[src/rtl/player_motion_ctrl.sv]
// Frame-rate walk/jump/gravity sequencer for the player sprite; all state steps on frame_end.
// Optional build macro AUTO_PATROL_EN: auto-walk in the facing direction when no single horizontal button is held.
module player_motion_ctrl #(
    parameter int RANGE_X    = 624,
    parameter int RANGE_Y    = 368,
    parameter int WALK_SPEED = 1,
    parameter int JUMP_VEL   = 12,
    parameter int GRAVITY    = 1
) (
    input  logic       clk,
    input  logic       reset,
    input  logic       frame_end,
    input  logic       btn_left,
    input  logic       btn_right,
    input  logic       btn_jump,
    output logic [9:0] px,
    output logic [9:0] py,
    output logic       airborne,
    output logic       facing,
    output logic [1:0] state
);

    typedef enum logic [1:0] {
        ST_GROUND = 2'b00,
        ST_RISE   = 2'b01,
        ST_FALL   = 2'b10,
        ST_BAD    = 2'b11
    } state_e;

    logic [2:0] sync1_q, sync2_q;
    logic [9:0] px_q, px_d, py_q, py_d;
    logic [4:0] vy_q, vy_d;
    state_e     state_q, state_d;
    logic       facing_q, facing_d;
    logic       airborne_q, airborne_d;
    logic       jump_prev_q, jump_prev_d;

    logic       s_left, s_right, s_jump, jump_edge;
    logic [10:0] px_inc, py_sum;
    logic [9:0]  px_right, px_left;
    logic [5:0]  nv_full;
    logic [4:0]  nv;

    // Two-flop synchronizers for {jump, right, left}
    always_ff @(posedge clk or posedge reset) begin
        if (reset) begin
            sync1_q <= '0;
            sync2_q <= '0;
        end else begin
            sync1_q <= {btn_jump, btn_right, btn_left};
            sync2_q <= sync1_q;
        end
    end

    assign s_left    = sync2_q[0];
    assign s_right   = sync2_q[1];
    assign s_jump    = sync2_q[2];
    assign jump_edge = s_jump & ~jump_prev_q;

    // Saturating horizontal steps, computed one bit wider than px so nothing wraps
    assign px_inc   = {1'b0, px_q} + 11'(WALK_SPEED);
    assign px_right = (px_inc > 11'(RANGE_X)) ? 10'(RANGE_X) : px_inc[9:0];
    assign px_left  = ({1'b0, px_q} < 11'(WALK_SPEED)) ? '0 : px_q - 10'(WALK_SPEED);

    assign py_sum   = {1'b0, py_q} + {6'b0, vy_q};
    assign nv_full  = {1'b0, vy_q} + 6'(GRAVITY);
    assign nv       = (nv_full > 6'(JUMP_VEL)) ? 5'(JUMP_VEL) : nv_full[4:0];

    always_comb begin
        px_d        = px_q;
        py_d        = py_q;
        vy_d        = vy_q;
        state_d     = state_q;
        facing_d    = facing_q;
        jump_prev_d = jump_prev_q;

        if (frame_end) begin
            jump_prev_d = s_jump;

            if (s_right && !s_left) begin
                px_d     = px_right;
                facing_d = 1'b1;
            end else if (s_left && !s_right) begin
                px_d     = px_left;
                facing_d = 1'b0;
            end
`ifdef AUTO_PATROL_EN
            else if (facing_q) begin
                px_d = px_right;
                if (px_right == 10'(RANGE_X)) facing_d = 1'b0;
            end else begin
                px_d = px_left;
                if (px_left == '0) facing_d = 1'b1;
            end
`endif

            case (state_q)
                ST_GROUND: begin
                    if (jump_edge) begin
                        state_d = ST_RISE;
                        vy_d    = 5'(JUMP_VEL);
                    end else begin
                        py_d = '0;
                    end
                end
                ST_RISE: begin
                    if (py_sum >= 11'(RANGE_Y)) begin
                        py_d    = 10'(RANGE_Y);
                        state_d = ST_FALL;
                        vy_d    = '0;
                    end else begin
                        py_d = py_sum[9:0];
                        if (vy_q <= 5'(GRAVITY)) begin
                            state_d = ST_FALL;
                            vy_d    = '0;
                        end else begin
                            vy_d = vy_q - 5'(GRAVITY);
                        end
                    end
                end
                ST_FALL: begin
                    if (py_q <= {5'b0, nv}) begin
                        state_d = ST_GROUND;
                        py_d    = '0;
                        vy_d    = '0;
                    end else begin
                        py_d = py_q - {5'b0, nv};
                        vy_d = nv;
                    end
                end
                default: begin
                    // Illegal encoding: recover to ground
                    state_d = ST_GROUND;
                    py_d    = '0;
                    vy_d    = '0;
                end
            endcase
        end

        airborne_d = (state_d == ST_RISE) || (state_d == ST_FALL);
    end

    always_ff @(posedge clk or posedge reset) begin
        if (reset) begin
            px_q        <= '0;
            py_q        <= '0;
            vy_q        <= '0;
            state_q     <= ST_GROUND;
            facing_q    <= 1'b1;
            airborne_q  <= 1'b0;
            jump_prev_q <= 1'b0;
        end else begin
            px_q        <= px_d;
            py_q        <= py_d;
            vy_q        <= vy_d;
            state_q     <= state_d;
            facing_q    <= facing_d;
            airborne_q  <= airborne_d;
            jump_prev_q <= jump_prev_d;
        end
    end

    assign px       = px_q;
    assign py       = py_q;
    assign airborne = airborne_q;
    assign facing   = facing_q;
    assign state    = state_q;

endmodule
[config.mk]
export PLATFORM = sky130hd
export DESIGN_NAME = player_motion_ctrl
export DESIGN_NICKNAME = d
export VERILOG_FILES = /design/src/rtl/player_motion_ctrl.sv
export SDC_FILE = /design/constraint.sdc
export NUM_CORES = 1
export LEC_CHECK = 0
export BUFFER_PORTS_ARGS = -buffer_cell sky130_fd_sc_hd__buf_2
export CORE_MARGIN = 2
export CORE_UTILIZATION = 55
export CTS_BUF_LIST = sky130_fd_sc_hd__clkbuf_8
export CTS_CLUSTER_DIAMETER = 100
export DETAILED_ROUTE_END_ITERATION = 7
export GPL_TIMING_DRIVEN = 0
export PLACE_DENSITY = 0.75
export SYNTH_ARGS = -nofsm -noshare
export SYNTH_HDL_FRONTEND = slang
export SYNTH_SLANG_ARGS = --single-unit
[constraint.sdc]
create_clock -name clk -period 4.3 [get_ports clk]
set_clock_uncertainty 0.15 [all_clocks]
set_input_delay 0.86 -clock clk [delete_from_list [all_inputs] [get_ports clk]]
set_output_delay 0.86 -clock clk [all_outputs]
set_load 0.02 [all_outputs]
Yosys cells after proc, flatten, opt, wreduce, memory -nomap -nowiden. Index checks and enable logic that the tools add are counted.

Register bits: 36. Latch bits: 0. Bits in writable memories: 0. Memory bits (read-only): 0. Output and inout bits: 24. Memories: 0.

$add $sub $neg: 6. Multipliers: 0. Divide/modulo/power cells: 0. Magnitude comparators: 6. Eq/ne operators: 6. Shift-type cells: 0. Multiplexer cells: 22. Bitwise operators: 2. Reduce and logical (&&, ||, !) cells: 10.

Operator list (count): $mux W10 (7); $pmux W10 S3 (1); $mux W5 (5); $pmux W5 S3 (1); $add A10 B1 Y11 const B (1); $add A10 B5 Y11 (1); $ge A11 B9 Y1 const B (1); $gt A11 B10 Y1 const B (1); $le A10 B5 Y1 (1); $lt A10 B1 Y1 const B (1); $mux W2 (5); $sub A10 B1 Y10 const B (1); $sub A10 B5 Y10 (1); $add A5 B1 Y6 const B (1); $gt A6 B4 Y1 const B (1); $pmux W2 S3 (1); $reduce_and A2 Y1 (3); $le A5 B1 Y1 const B (1); $sub A5 B1 Y5 const B (1); $eq A2 B1 Y1 const B (2); $eq A2 B2 Y1 const B (2); $ne A2 B2 Y1 const B (2); $logic_and A1 B1 Y1 (2); $logic_not A1 Y1 (2); other kinds (6) (7).

Depth between registers and ports, before layout.
Depth after elaboration: 9. Mapped depth: 17. Depth with buffers taken out: 17.

Worst setup path before layout. No wires, ideal clock.

Path kind: reg-to-reg. From: register vy_q[0]. To: register airborne_q (netlist: airborne). Data arrival time: 3.330 ns. Slack: 0.696 ns. Stages on the path, launching flop included: 17. Path buffers: 0. Path through: dfrtp_1 > ha_1 > and2_1 > nor2_1 > nor3_1 > o21ai_0 > and2_1 > ha_1 > inv_1 > fa_1 > a211oi_1 > o21ai_0 > a21o_1 > o31ai_1 > a21oi_1 > a31o_2 > o31a_1.

Word-level cells in the longest chain between the ends: 9. Elaborated cells on any way between the ends: 15. Those cells by class: 2 x add/sub; 4 x order compare; 2 x eq/ne; 6 x mux; 1 x reduce/logical.

RTL lines: start: declaration (RTL line 32) `logic [4:0] vy_q, vy_d;`; start signal: assignment (RTL line 155) `vy_q <= vy_d;`; $add A5 B1 Y6 (RTL line 66) `assign nv_full = {1'b0, vy_q} + 6'(GRAVITY);`; $gt A6 B4 Y1 (RTL line 67) `assign nv = (nv_full > 6'(JUMP_VEL)) ? 5'(JUMP_VEL) : nv_full[4:0];`; $mux W5 (RTL line 67); $le A10 B5 Y1 (RTL line 122) `if (py_q <= {5'b0, nv}) begin`; $mux W2 (RTL line 122); $pmux W2 S3 (*) (RTL line 97) `case (state_q)`; $mux W2 (*) (RTL line 77) `if (frame_end) begin`; named net state_d[1] (RTL line 33) `state_e state_q, state_d;`; $eq A2 B1 Y1 or $eq A2 B2 Y1 (tied branches) (RTL line 140) `airborne_d = (state_d == ST_RISE) || (state_d == ST_FALL);`; $logic_or A1 B1 Y1 (*) (RTL line 140); named net airborne_d (RTL line 35) `logic airborne_q, airborne_d;`; end signal: assignment (RTL line 158) `airborne_q <= airborne_d;`; end: declaration (RTL line 35).

Mark *: on every way through the listed nets, which the timed path passes. The rest lies on a longest branch. A chain may end at the register's enable or synchronous reset.

Worst setup path after layout.
From: register vy_q[0]. To: register py_q[9] (netlist: py[9]).

Word-level cells in the longest chain between the ends: 6. Elaborated cells on any way between the ends: 10. Those cells by class: 3 x add/sub; 3 x order compare; 4 x mux.

RTL lines: $add A5 B1 Y6 (RTL line 66); $gt A6 B4 Y1 (RTL line 67); $mux W5 (RTL line 67); $sub A10 B5 Y10 or $le A10 B5 Y1 (tied branches) (RTL line 127, 122); $mux W10 (RTL line 122); $pmux W10 S3 (*) (RTL line 97); end signal: assignment (RTL line 154) `py_q <= py_d;`; end: declaration (RTL line 31) `logic [9:0] px_q, px_d, py_q, py_d;`.

Mark *: on every way between the ends. The rest lies on a longest branch, timed or not.

==> metrics.txt <==
status complete, no violations; synthesized area 3014 um^2; largest family of logic cells by synthesized area compound AO/OA/AOI/OAI gates; Total GRT Usage 24.97%; post-synthesis xor/xnor area fraction 2.034%; hpwl dp 5.313 mm; DP Worst Slack 0.1026 ns; Overflow after GRT 0; DRT Pass-1 Iters 5; slowest stage cell on the critical path dfrtp_1; initial drt markers 221; # Post-CTS Setup Buffers 0; Synth top area share 29.06%; multi-input combinational cell area 1957 um^2; hold_ws 0.2054 ns; largest net degree at the start of global routing 37; Syn Inst Count 370; path type of the worst min-delay path flop to flop; Compound-Gate Fraction of Synth Area 26.28%; # nets final 434; Int Pwr 1.006 mW; combinational group share of total power 60.0%; I/O Pins 30; Clock power frac 12.5%; Worst Path Required 4.37 ns; CP bufs+invs 1; design area 3333 um^2; Root Buffer clkbuf_8; Cell variety after synth 65; share of cells above drive strength 1 15.27%; crit share post-route 92.46%; CTS tree yes; antenna-violating nets left 0; Cell Count, Final, Fillers Out 476; full die area 6089 um^2; CP Class flop to flop; Ys Warns 0; crit-path max FO 10; Async SR Flop Fraction 100.0%; first-pass GRT wire length 12.36 mm; syn_area_per_cell 8.146 um^2; final worst slack 0.3242 ns; leading area contributor after synthesis dfrtp_1; Flop pwr share 27.6%; post-synthesis mux area share 2.408%; initial antenna violation count 0; Layout Utilization 64.04%; Core Area 5205 um^2; via count 2902; post-route minimum period 3.976 ns; CTS Buf Count 5; number of synthesized flops with an enable pin 0; die width 78.03 um; Area Overhead vs Synth 10.59%; top-count cell post-synth nand2_1; Critical Path Max Stage Delay 0.54 ns; hold_buf cts 0; Max Slew Vio Count 0; # DRC 0; overall power 1.985 mW; PD cells 595.7 nW/um^2; most used cell, CP and2_1; Sink Count 36; setup violators final 0; Max transition margin 48.63%; Fin Setup TNS 0 ns; IO Port Bufs 28; overall die height 78.03 um; # Max-Cap Violations 0; vias in the first global route 2630; Fillers 475; Post-Synth Adder-Cell Area 10.05%; CP Cell Sequence ha_1 > and2_1 > nor2_1 > nor3_1 > o21ai_2 > and2_1 > ha_1 > inv_1 > fa_1 > a211oi_1 > o21ai_1 > a21o_1 > and2_1 > nand3_1 > nor4_1 > a21oi_1 > a31oi_1; syn nets 399; Setup crit end kind flop; Yosys reg bits 36; Register Area 902.1 um^2; worst-case clock buffer depth 2; starting density of the core 57.91%; Final GP Congestion 0.9235; RSZ-0062 raised after global routing false; cell total after placement 468; H-tree Lvls 2; Clock Latency Late Sink 0.30 ns; Pleak 1.584 nW; area post-placement 3242 um^2; NetSw 0.9793 mW; CTS clk-pin slew, worst paths 0.08 ns; detailed-route wire length per cell 15.09 um; prevailing post-synth register cell dfrtp_1; vias per inst 6.097; Max Freq 251.5 MHz; final WL 7.184 mm; cell family with most CP delay simple AND/OR/NAND/NOR gates; IR drop worst, VDD 0.3108 mV; final count of hold timing violations 0; register area share after synthesis 29.93%; # rows 26; synth top area cells dfrtp_1 (29%), ha_1 (8.7%), nand2_1 (4.9%), a21oi_1 (4.3%), nor2_1 (4.0%); ANT cells 0; Post-synth top cells nand2_1 (39), dfrtp_1 (35), nor2_1 (32); WP data arrival 4.05 ns; element type at the critical path start flop; Slew @ Worst Pin 0.7694 ns; Synth Area in Simple Gates 23.91%; switch share 49.33%
==> power by group through the flow <==
| stage | Combinational, mW | Clock (mW) | Sequential, mW |
|---|---|---|---|
| finish | 1.19 | 0.247 | 0.547 |
| global route | 1.33 | 0.266 | 0.563 |
| CTS | 1.17 | 0.251 | 0.545 |
| detailed placement | 1.16 | 0 | 0.552 |
| global placement | 1.14 | 0 | 0.548 |
| floorplan | 0.833 | 0 | 0.601 |
==> registers in the layout, indices dropped and copies added (netlist names) <==
register	cells
sync2_q	3
py	10
px	10
airborne	1
vy_q	5
jump_prev_q	1
state	2
facing	1
sync1_q	3
==> placed cells by master, fill, tap and decap left out, drive strengths merged, types with 5 or more instances in the layout <==
master,instances
a21o,7
a21oi,27
a22oi,5
and3,7
buf,36
clkbuf,16
dfrtp,35
ha,21
inv,21
nand2,39
nand2b,11
nand3,17
nor2,32
nor3,12
o211ai,6
o21ai,21
o31ai,6
==> layer usage <==
layer / routed length, um / global-route usage [%] / share of wire (%) / vias up
li1: - / - / - / 1416
met4: 86 / 6.667 / 1.2 / 0
met3: 350 / 3.793 / 4.9 / 8
met1: 3676 / 38.42 / 51 / 1395
met2: 3071 / 36.55 / 43 / 83
met5: 0 / 0 / 0 / -
==> worst reg2reg max path, delay by kind of cell (launching register included) <==
family          cells  cell delay, ns
flops               1            0.54
buf+inv             1            0.08
simple gates        7            1.52
compound gates      6            0.99
fa+ha+maj           3            0.64
==> area by class of cell <==
type | count | share of cell area (%)
clock inverters | 3 | 0.5631
flip-flops and latches | 36 | 27.06
inverters | 21 | 2.365
clock buffers | 5 | 2.065
well taps | 70 | 2.628
plain buffers | 19 | 2.402
multi-input cells | 294 | 58.71
repair buffers | 28 | 4.204
==> repair_timing <==
| action | CTS | global route |
|---|---|---|
| hold endpoints to repair | 0 | 0 |
| resized for setup | 0 | 3 |
| setup endpoints to repair | 0 | 11 |
==> logic make-up after synthesis <==
kind of cell | count (synthesis)
adders and majority gates | 23
and+or+nand+nor | 142
AOI/OAI and AO/OA | 115
xor gates and xnor gates | 7
buffers and inverters | 40
DFF | 36
muxes | 6
other | 1
==> final timing paths <==
kind | startpoint | endpoint | slack [ns] | depth (start not counted)
min reg2reg | sync1_q[1] | sync2_q[1] | 0.21 | 0
min | sync1_q[1] | sync2_q[1] | 0.21 | 0
max reg2reg | vy_q[0] | py[9] | 0.32 | 17
max in group asynchronous | reset | py[3] | 2.97 | 2
min in group asynchronous | reset | sync1_q[1] | 0.55 | 2
max | vy_q[0] | py[9] | 0.32 | 17
Note: power is estimated with default switching activity, not from simulation.
